`src/rtl/shift_pipe_pkg.sv`:
```
// Shared definitions for the shift pipeline: data width, op encoding and
// the bit-reversal helper used to build left shifts from the right shifter.
package shift_pkg;

  localparam int SHIFT_W = 32;

  typedef enum logic [1:0] {
    SHIFT_OP_SLL     = 2'd0,
    SHIFT_OP_SRL     = 2'd1,
    SHIFT_OP_SRA     = 2'd2,
    SHIFT_OP_ILLEGAL = 2'd3
  } shift_op_e;

  function automatic logic [SHIFT_W-1:0] bit_reverse(input logic [SHIFT_W-1:0] v);
    logic [SHIFT_W-1:0] r;
    r = {SHIFT_W{1'b0}};
    for (int i = 0; i < SHIFT_W; i++) begin
      r[i] = v[SHIFT_W-1-i];
    end
    return r;
  endfunction

endpackage

```
`src/rtl/shift_pipe_srl.sv`:
```
// Combinational zero-filling logical right shifter; the only shifter in the
// pipeline, with left and arithmetic shifts derived around it.
module shift_right_logical #(
  parameter int N = 32
) (
  input  logic [N-1:0] a,
  input  logic [4:0]   shamt,
  output logic [N-1:0] y
);

  assign y = a >> shamt;

endmodule

```
`src/rtl/shift_pipe.sv`:
```
// Two-stage valid/ready shift pipeline: S1 holds the accepted request,
// S2 holds the computed result presented on the output.
module shift_pipe
  import shift_pkg::*;
#(
  parameter int N = SHIFT_W
) (
  input  logic         clk,
  input  logic         rst_n,
  input  logic         in_valid,
  output logic         in_ready,
  input  logic [N-1:0] in_data,
  input  logic [4:0]   in_shamt,
  input  logic [1:0]   in_op,
  output logic         out_valid,
  input  logic         out_ready,
  output logic [N-1:0] out_data,
  output logic         err,
  output logic [15:0]  done_count
);

  logic         s1_valid_r;
  logic [N-1:0] s1_data_r;
  logic [4:0]   s1_shamt_r;
  shift_op_e    s1_op_r;
  logic         s2_valid_r;
  logic [N-1:0] s2_data_r;
  logic         err_r;
  logic [15:0]  done_count_r;

  logic         accept_s;
  logic         s1_advance_s;
  logic         s2_drain_s;
  logic [N-1:0] srl_in_s;
  logic [N-1:0] srl_out_s;
  logic [N-1:0] shift_res_s;

  assign s2_drain_s   = s2_valid_r & out_ready;
  assign s1_advance_s = s1_valid_r & (~s2_valid_r | s2_drain_s);
  assign in_ready     = ~s1_valid_r | s1_advance_s;
  assign accept_s     = in_valid & in_ready;

  shift_right_logical #(.N(N)) u_srl (
    .a     (srl_in_s),
    .shamt (s1_shamt_r),
    .y     (srl_out_s)
  );

  // Operand conditioning and result recovery around the shared right shifter.
  // SRA of a negative value is ~(~x >> s), which fills the vacated bits with ones.
  always_comb begin
    srl_in_s    = s1_data_r;
    shift_res_s = {N{1'b0}};
    case (s1_op_r)
      SHIFT_OP_SLL: begin
        srl_in_s    = bit_reverse(s1_data_r);
        shift_res_s = bit_reverse(srl_out_s);
      end
      SHIFT_OP_SRL: begin
        shift_res_s = srl_out_s;
      end
      SHIFT_OP_SRA: begin
        if (s1_data_r[N-1]) begin
          srl_in_s    = ~s1_data_r;
          shift_res_s = ~srl_out_s;
        end else begin
          shift_res_s = srl_out_s;
        end
      end
      SHIFT_OP_ILLEGAL: begin
        shift_res_s = {N{1'b0}};
      end
      default: begin
        shift_res_s = {N{1'b0}};
      end
    endcase
  end

  // S1: capture accepted request; empties when it moves on with nothing behind it.
  always_ff @(posedge clk or negedge rst_n) begin
    if (!rst_n) begin
      s1_valid_r <= 1'b0;
      s1_data_r  <= {N{1'b0}};
      s1_shamt_r <= 5'd0;
      s1_op_r    <= SHIFT_OP_SLL;
    end else if (accept_s) begin
      s1_valid_r <= 1'b1;
      s1_data_r  <= in_data;
      s1_shamt_r <= in_shamt;
      s1_op_r    <= shift_op_e'(in_op);
    end else if (s1_advance_s) begin
      s1_valid_r <= 1'b0;
    end else begin
      s1_valid_r <= s1_valid_r;
    end
  end

  // S2: register the result; held unchanged while the consumer stalls.
  always_ff @(posedge clk or negedge rst_n) begin
    if (!rst_n) begin
      s2_valid_r <= 1'b0;
      s2_data_r  <= {N{1'b0}};
    end else if (s1_advance_s) begin
      s2_valid_r <= 1'b1;
      s2_data_r  <= shift_res_s;
    end else if (s2_drain_s) begin
      s2_valid_r <= 1'b0;
    end else begin
      s2_valid_r <= s2_valid_r;
    end
  end

  // Status: sticky illegal-op flag and wrapping count of consumed results.
  always_ff @(posedge clk or negedge rst_n) begin
    if (!rst_n) begin
      err_r        <= 1'b0;
      done_count_r <= 16'd0;
    end else begin
      if (accept_s && (in_op == 2'd3)) begin
        err_r <= 1'b1;
      end
      if (s2_drain_s) begin
        done_count_r <= done_count_r + 16'd1;
      end
    end
  end

  assign out_valid  = s2_valid_r;
  assign out_data   = s2_data_r;
  assign err        = err_r;
  assign done_count = done_count_r;

endmodule
```
`config.mk`:
```
export PLATFORM = sky130hd
export DESIGN_NAME = shift_pipe
export DESIGN_NICKNAME = d
export VERILOG_FILES = /design/src/rtl/shift_pipe_pkg.sv /design/src/rtl/shift_pipe_srl.sv /design/src/rtl/shift_pipe.sv
export SDC_FILE = /design/constraint.sdc
export NUM_CORES = 1
export LEC_CHECK = 0
export ABC_AREA = 0
export ABC_CLOCK_PERIOD_IN_PS = 7700
export CAP_MARGIN = 20
export CORE_MARGIN = 3
export CORE_UTILIZATION = 62
export DETAILED_ROUTE_END_ITERATION = 10
export PLACE_DENSITY_LB_ADDON = 0.1
export SLEW_MARGIN = 20
export SYNTH_ARGS = -nofsm -noshare
export SYNTH_HDL_FRONTEND = slang
export SYNTH_SLANG_ARGS = --single-unit
```
`constraint.sdc`:
```
create_clock -name clk -period 7.7 [get_ports clk]
set_input_delay 1.54 -clock clk [delete_from_list [all_inputs] [get_ports clk]]
set_output_delay 1.54 -clock clk [all_outputs]
set_load 0.05 [all_outputs]
```
# ---- Word-level counts from Yosys, hierarchy flattened
# Cells that the tools add are included.
# Widths: inputs -> output; s select.
dict set report classes {
  addsub 1
  eq_ne 4
  shift 1
  mux 8
  bitwise_logic 9
  n_reduce_logical 4
}
# cell n
set ops {}
lappend ops {{$pmux 32 s4} 1}
lappend ops {{$mux 32} 2}
lappend ops {{$not 32->32} 2}
lappend ops {{$pmux 32 s2} 1}
lappend ops {{$shr 32x5->32} 1}
lappend ops {{$add 16x1->16 const B} 1}
lappend ops {{$eq 2x2->1 const B} 3}
lappend ops {{$mux 1} 4}
lappend ops {{$reduce_bool 2->1} 2}
lappend ops {{$and 1x1->1} 3}
lappend ops {{$eq 2x1->1 const B} 1}
lappend ops {{$logic_not 2->1} 1}
lappend ops {{$not 1->1} 2}
lappend ops {{$or 1x1->1} 2}
lappend ops {{$logic_and 1x1->1} 1}
dict set report totals {
  ff_bits 90
  in_bits 43
  output_inout_bits 51
  word_cells 35
}

# ---- Depth between registers and ports, before layout
# Gate-level depths: netlist of run 1.
dict set report depth {
  word_depth 7
  ltp_mapped 13
  mapped_depth_nobuf 9
}

# ---- Modules after synthesis
# From an unflattened synthesis of run 1, not the netlist that was laid out.
dict set report hier_totals {
  hier_cells 727
  hier_area_um2 6726.5
}
# module n_inst cells_per_inst area_per_inst_um2
set modules_own_cells {}
lappend modules_own_cells {shift_pipe 1 547 5084.9}
lappend modules_own_cells {shift_right_logical 1 180 1641.6}

# ---- Worst setup path after synthesis of run 1
# Ideal clock, no wire load.
dict set report synth_path {
  path_kind {input port to output port}
  startpoint {in out_ready}
  endpoint {out in_ready}
  arrival_ns 2.044
  required_time_ns 6.160
  path_slack_ns 4.116
  path_stages 1
  cell_sequence {nand3b_1}
}
dict set report synth_via {
  elab_chain_len 4
}
# item line_no
set synth_lines {}
lappend synth_lines {{start, declared} shift_pipe.sv:16} ;# input logic out_ready,
lappend synth_lines {{$and 1x1->1} shift_pipe.sv:38} ;# assign s2_drain_s = s2_valid_r & out_ready;
lappend synth_lines {{$or 1x1->1} shift_pipe.sv:39} ;# assign s1_advance_s = s1_valid_r & (~s2_valid_r | s2_drain_s);
lappend synth_lines {{$and 1x1->1} shift_pipe.sv:39}
lappend synth_lines {{$or 1x1->1} shift_pipe.sv:40} ;# assign in_ready = ~s1_valid_r | s1_advance_s;
lappend synth_lines {{end, declared} shift_pipe.sv:11} ;# output logic in_ready,
# No other way between the ends.

# ---- Final worst setup path of run 1
# Ends and elaborated chain as after synthesis.

==> flow_summary.json, run 1 <==
{
  "drt_iter0_markers": 2001,
  "utilization": 0.749,
  "holdCritStartpoint": "err",
  "final_layout_size_suffix_gt1_frac": 0.118,
  "worst-path-buf-inv": 2,
  "cap_violations": 0,
  "holdBufCountCts": 0,
  "synth_area_um2": 7540,
  "synth_top_area_frac": 0.299,
  "fin_skew_ns": 0.00665,
  "post-route-period-util": 0.606,
  "num_rows": 39,
  "crit_start": "out_ready",
  "antenna_left": 0,
  "wl_um": 29100,
  "period_minus_slack_ns": 4.67,
  "die_width_um": 116,
  "layout_common_cells": "92 x clkdlybuf4s50_1, 89 x dfrtp_1, 86 x nor2_1",
  "cts.sinks": 90,
  "grt_pass1_vias": 7816,
  "numCtsBuffers": 9,
  "status": "completed",
  "synth_area_leaders": "dfrtp_1 30%, mux2_2 7.0%, nor2_1 4.3%",
  "via_per_inst": 7.84,
  "antenna_found_initial": 0,
  "finalHoldViolations": 0,
  "min_path_type": "reg -> reg",
  "ys_types": 74,
  "nFillCells": 772,
  "crit_top_cell": "clkdlybuf4s50_1",
  "placed_cell_area_um2": 8440,
  "grt_start_max_net_pins": 95,
  "syn-num-nets": 923,
  "rsz0062_at_grt": "no",
  "max_freq_mhz": 214,
  "syn2layout_area_growth_pct": 15.8,
  "coreArea_um2": 11700,
  "p_per_area_nw_per_um2": 312,
  "leakage_nw": 3.39,
  "place_congestion": 1.07,
  "async_reset_ff_frac": 1.00,
  "cts.path.max_buffers": 2,
  "worstSetupPathType": "in -> out",
  "crit_arrival_ns": 3.13,
  "final_max_slew_viol_count": 0,
  "post-route-drc-count": 0,
  "slew_headroom": 0.350,
  "netlist.top_cell.by_area": "dfrtp_1",
  "peakVddDrop_v": 0.000252,
  "nets": 964,
  "crit_required_ns": 6.16,
  "synth_cells": 879,
  "die_h_um": 116,
  "grt_pass1_wl_um": 44900,
  "crit_family": "buffers and inverters",
  "gr-total-overflow": 0,
  "synthFlopType": "dfrtp_1",
  "io_buffers": 93,
  "clk_latency_ns": 0.36,
  "grt.total_usage": 0.435,
  "wire_per_inst_um": 27.3,
  "critPathMaxStageDelay_ns": 0.85,
  "end_kind": "output pin",
  "final_area_um2": 8730,
  "synth-edff-count": 0,
  "ios": 94,
  "cts_tree": "yes",
  "yosysSeqAreaShare": 0.299,
  "diodes": 0,
  "setup_viol": 0,
  "cts_setup_buffers": 0,
  "htreeDepth": 3,
  "yosys_warnings": 0,
  "num_vias": 8374,
  "multi_input_area_um2": 4930,
  "worstPathMaxFanout": 4,
  "r2r_start": "s1_data_r[31]",
  "post-dp-hpwl_um": 20000,
  "ctsResizeCount": 0,
  "root_buffer": "clkbuf_16",
  "ys_seq_elements": 90,
  "slowest_stage": "clkdlybuf4s50_1",
  "fp.dieArea_um2": 13500,
  "cp-start-kind": "primary input",
  "final_common_cell": "clkdlybuf4s50_1",
  "seqCellArea_um2": 2250,
  "firstDrtPassIters": 8,
  "crit_chain": "clkdlybuf4s50_1 > nand3b_1 > clkdlybuf4s50_1",
  "avgSynthCellArea_um2": 8.58,
  "tns_ns": 0,
  "clk_pin_slew_ns": 0.07,
  "start_util": 0.646,
  "worst_pin_slew_ns": 0.974
}
[metal layers]
| metal | vias to the layer above | wire length, um | part of all wire | track usage |
|---|---|---|---|---|
| met5 | - | 0 | 0 | 0 |
| met4 | 0 | 1720 | 0.059 | 0.207 |
| met3 | 202 | 4450 | 0.15 | 0.123 |
| li1 | 3442 | - | - | - |
| met1 | 3835 | 10500 | 0.36 | 0.591 |
| met2 | 895 | 12500 | 0.43 | 0.642 |
[where the power goes]
group | internal, W | switching (W)
Clock | 0.000226 | 0.000215
Combinational | 0.000558 | 0.00101
Sequential | 0.000578 | 0.000139
[cells in the mapped netlist, drive strengths merged (10+ instances only)]
| library cell | number |
|---|---|
| dfrtp | 90 |
| nor2 | 86 |
| nand2 | 82 |
| clkbuf | 54 |
| o21ai | 52 |
| mux2 | 48 |
| a21oi | 34 |
| xnor2 | 33 |
| nand3 | 29 |
| buf | 23 |
| a221oi | 20 |
| a22oi | 15 |
| o31ai | 15 |
| nand3b | 14 |
| mux2i | 13 |
| and3 | 12 |
| inv | 12 |
| mux4 | 12 |
| nand2b | 12 |
| o221ai | 12 |
| a211oi | 11 |
| a221o | 11 |
| or3b | 10 |
[cell families (layout without fill, tap and decap cells)]
group	after synthesis	count (layout)	share of synthesized area
muxes	73	73	0.125
and+or+nand+nor	312	312	0.213
adders and majority gates	1	1	0.00166
xor gates and xnor gates	38	38	0.0441
DFF	90	90	0.299
AOI/OAI and AO/OA	275	275	0.269
buffers and inverters	90	136	0.0480
[final timing paths]
path                                      to  slack (ns)  cells after the start
worst min register to register           err        0.48                      1
min in group asynchronous        out_data[4]        1.16                      1
worst max register to register  out_data[13]        3.14                     10
max in group asynchronous         s1_op_r[0]        5.46                      2
worst max-delay path                in_ready        3.03                      3
worst min-delay path                     err        0.48                      1
[final cells by class]
class                      instances  area share
clock inverter                     7     0.00702
sequential                        90       0.258
timing repair buffer             107       0.118
clock buffer                       9      0.0258
tap                              143      0.0205
inverter                          13     0.00559
multi-input combinational        699       0.565
[state kept, by name, indices dropped and copies added (netlist names)]
name	count
done_count	16
out_data	32
s1_shamt_r	5
s1_op_r	2
out_valid	1
s1_valid_r	1
s1_data_r	32
err	1
[stage by stage]
step	instances	hold WS, ns	setup WS (ns)	power [W]
finish	1068	0.481	3.03	0.00272
global route	1068	0.493	2.92	0.00281
CTS	1068	0.481	3.06	0.00265
detailed placement	1052	0.465	3.12	0.00220
global placement	1052	0.455	3.16	0.00216
floorplan	879	0.471	4.12	0.00173
Power figures use the tool's default switching activity.
==> run 2, diff against run 1 <==
--- a/config.mk
+++ b/config.mk
@@ -6,10 +6,10 @@
 export NUM_CORES = 1
 export LEC_CHECK = 0
 export ABC_AREA = 0
-export ABC_CLOCK_PERIOD_IN_PS = 7700
+export ABC_CLOCK_PERIOD_IN_PS = 4100
 export CAP_MARGIN = 20
 export CORE_MARGIN = 3
-export CORE_UTILIZATION = 62
+export CORE_UTILIZATION = 52
 export DETAILED_ROUTE_END_ITERATION = 10
 export PLACE_DENSITY_LB_ADDON = 0.1
 export SLEW_MARGIN = 20
==> constraint.sdc (replaced) <==
create_clock -name clk -period 4.1 [get_ports clk]
set_input_delay 0.82 -clock clk [delete_from_list [all_inputs] [get_ports clk]]
set_output_delay 0.82 -clock clk [all_outputs]
set_load 0.05 [all_outputs]
==> run 2 against run 1 <==
  * Core utilization fell by 10 points
  * Non-clock buffer count rose by 29
  * Clock power rose by 88%
  * Register-to-register slack got worse by 2.9 ns
  * Die area rose by 18%
  * Global-route usage fell by 6.9 points
  * Critical path depth rose by 7
  * Final area rose by 3.5%
  * Worst hold slack got worse by 0.076 ns
==> flow_summary.json, run 2 (synthesis gave the netlist of run 1 again) <==
{
  "num_rows": 43,
  "clk_latency_ns": 0.36,
  "tns_ns": 0,
  "final_area_um2": 9040,
  "worstSetupPathType": "reg -> reg",
  "min_path_type": "in -> async",
  "setup_viol": 0,
  "grt_pass1_wl_um": 45900,
  "syn2layout_area_growth_pct": 19.9,
  "ios": 94,
  "fin_skew_ns": 0.0178,
  "grt.total_usage": 0.366,
  "p_per_area_nw_per_um2": 578,
  "nets": 993,
  "antenna_found_initial": 0,
  "slew_headroom": 0.396,
  "die_width_um": 126,
  "final_common_cell": "clkdlybuf4s50_1",
  "peakVddDrop_v": 0.000347,
  "antenna_left": 0,
  "root_buffer": "clkbuf_16",
  "final_max_slew_viol_count": 0,
  "cts.path.max_buffers": 2,
  "placed_cell_area_um2": 8740,
  "grt_pass1_vias": 7821,
  "cts.sinks": 90,
  "fp.dieArea_um2": 16000,
  "holdBufCountCts": 0,
  "layout_common_cells": "92 x clkdlybuf4s50_1, 89 x dfrtp_1, 86 x nor2_1",
  "grt_start_max_net_pins": 53,
  "cp-start-kind": "flip-flop",
  "max_freq_mhz": 260,
  "wire_per_inst_um": 26.2,
  "htreeDepth": 3,
  "crit_required_ns": 4.35,
  "crit_start": "s1_op_r[1]",
  "final_layout_size_suffix_gt1_frac": 0.144,
  "io_buffers": 93,
  "leakage_nw": 3.54,
  "crit_arrival_ns": 4.09,
  "rsz0062_at_grt": "no",
  "ctsResizeCount": 0,
  "gr-total-overflow": 0,
  "firstDrtPassIters": 10,
  "die_h_um": 126,
  "post-route-drc-count": 0,
  "r2r_start": "s1_op_r[1]",
  "post-dp-hpwl_um": 22400,
  "status": "completed",
  "drt_iter0_markers": 1768,
  "finalHoldViolations": 0,
  "cts_setup_buffers": 0,
  "clk_pin_slew_ns": 0.08,
  "post-route-period-util": 0.937,
  "end_kind": "flip-flop",
  "wl_um": 29700,
  "worstPathMaxFanout": 15,
  "start_util": 0.537,
  "coreArea_um2": 14000,
  "worst_pin_slew_ns": 0.892,
  "cts_tree": "yes",
  "place_congestion": 1.06,
  "num_vias": 8329,
  "numCtsBuffers": 9,
  "cap_violations": 0,
  "diodes": 0,
  "period_minus_slack_ns": 3.84,
  "via_per_inst": 7.34
}
## run 2: changes by cell type in the layout (fill, tap and decap cells not counted)
| cell | previous run | this run |
|---|---|---|
| buf_12 | 0 | 3 |
| clkinv_8 | 0 | 1 |
| clkinvlp_4 | 1 | 2 |
| inv_6 | 2 | 1 |
| clkinv_2 | 1 | 0 |
| nor2b_1 | 3 | 4 |
| buf_4 | 15 | 41 |
| nor2b_2 | 2 | 1 |
## run 2: cell type report
type	instances	area (um2)
multi-input cells	699	4930
flip-flops and latches	90	2250
well taps	180	225
clock inverters	7	71.3
fillers	1102	5000
inverters	13	48.8
repair buffers	136	1290
clock buffers	9	225
## run 2: through the flow
step	std cells	setup WS (ns)	hold WS [ns]	power, W	util
5_1_grt	1134	0.191	0.426	0.00539	0.644
3_5_place_dp	1118	0.421	0.460	0.00428	0.623
4_1_cts	1134	0.393	0.418	0.00511	0.644
2_1_floorplan	879	1.30	0.471	0.00324	-
3_3_place_gp	1118	0.429	0.450	0.00424	0.623
6_report	1134	0.257	0.405	0.00523	0.644
## run 2: layer usage
layer  global-route usage  part of all wire  vias to the layer above
met1                0.512              0.39                     3996
met4                0.146             0.052                        0
met2                0.560              0.43                      714
met3               0.0737              0.12                      132
li1                     -                 -                     3487
met5                    0                 0                        -
## run 2: worst paths after layout
kind / to / slack [ns] / cells after the start
max reg2reg: out_data[1] / 0.26 / 10
max in group asynchronous: s1_shamt_r[1] / 2.86 / 2
min reg2reg: err / 0.49 / 1
min in group clk: err / 0.49 / 1
max: out_data[1] / 0.26 / 10
min: s1_data_r[21] / 0.41 / 1
## run 2: report_power, final
part           switching (W)  internal [W]  total [W]
Sequential          0.000247       0.00109    0.00133
Clock               0.000403      0.000428   0.000831
Combinational        0.00195       0.00111    0.00306
## run 2: worst max-delay path, cell delays in order (launching register included)
cell and delay (ns):
dfrtp_1 0.69, nor2b_1 0.63, buf_4 0.30, a22oi_1 0.12
nand3_1 0.21, a2bb2oi_1 0.20, nand3_1 0.26, mux2_2 0.38
a221oi_1 0.61, and3_1 0.28, nor3_1 0.06
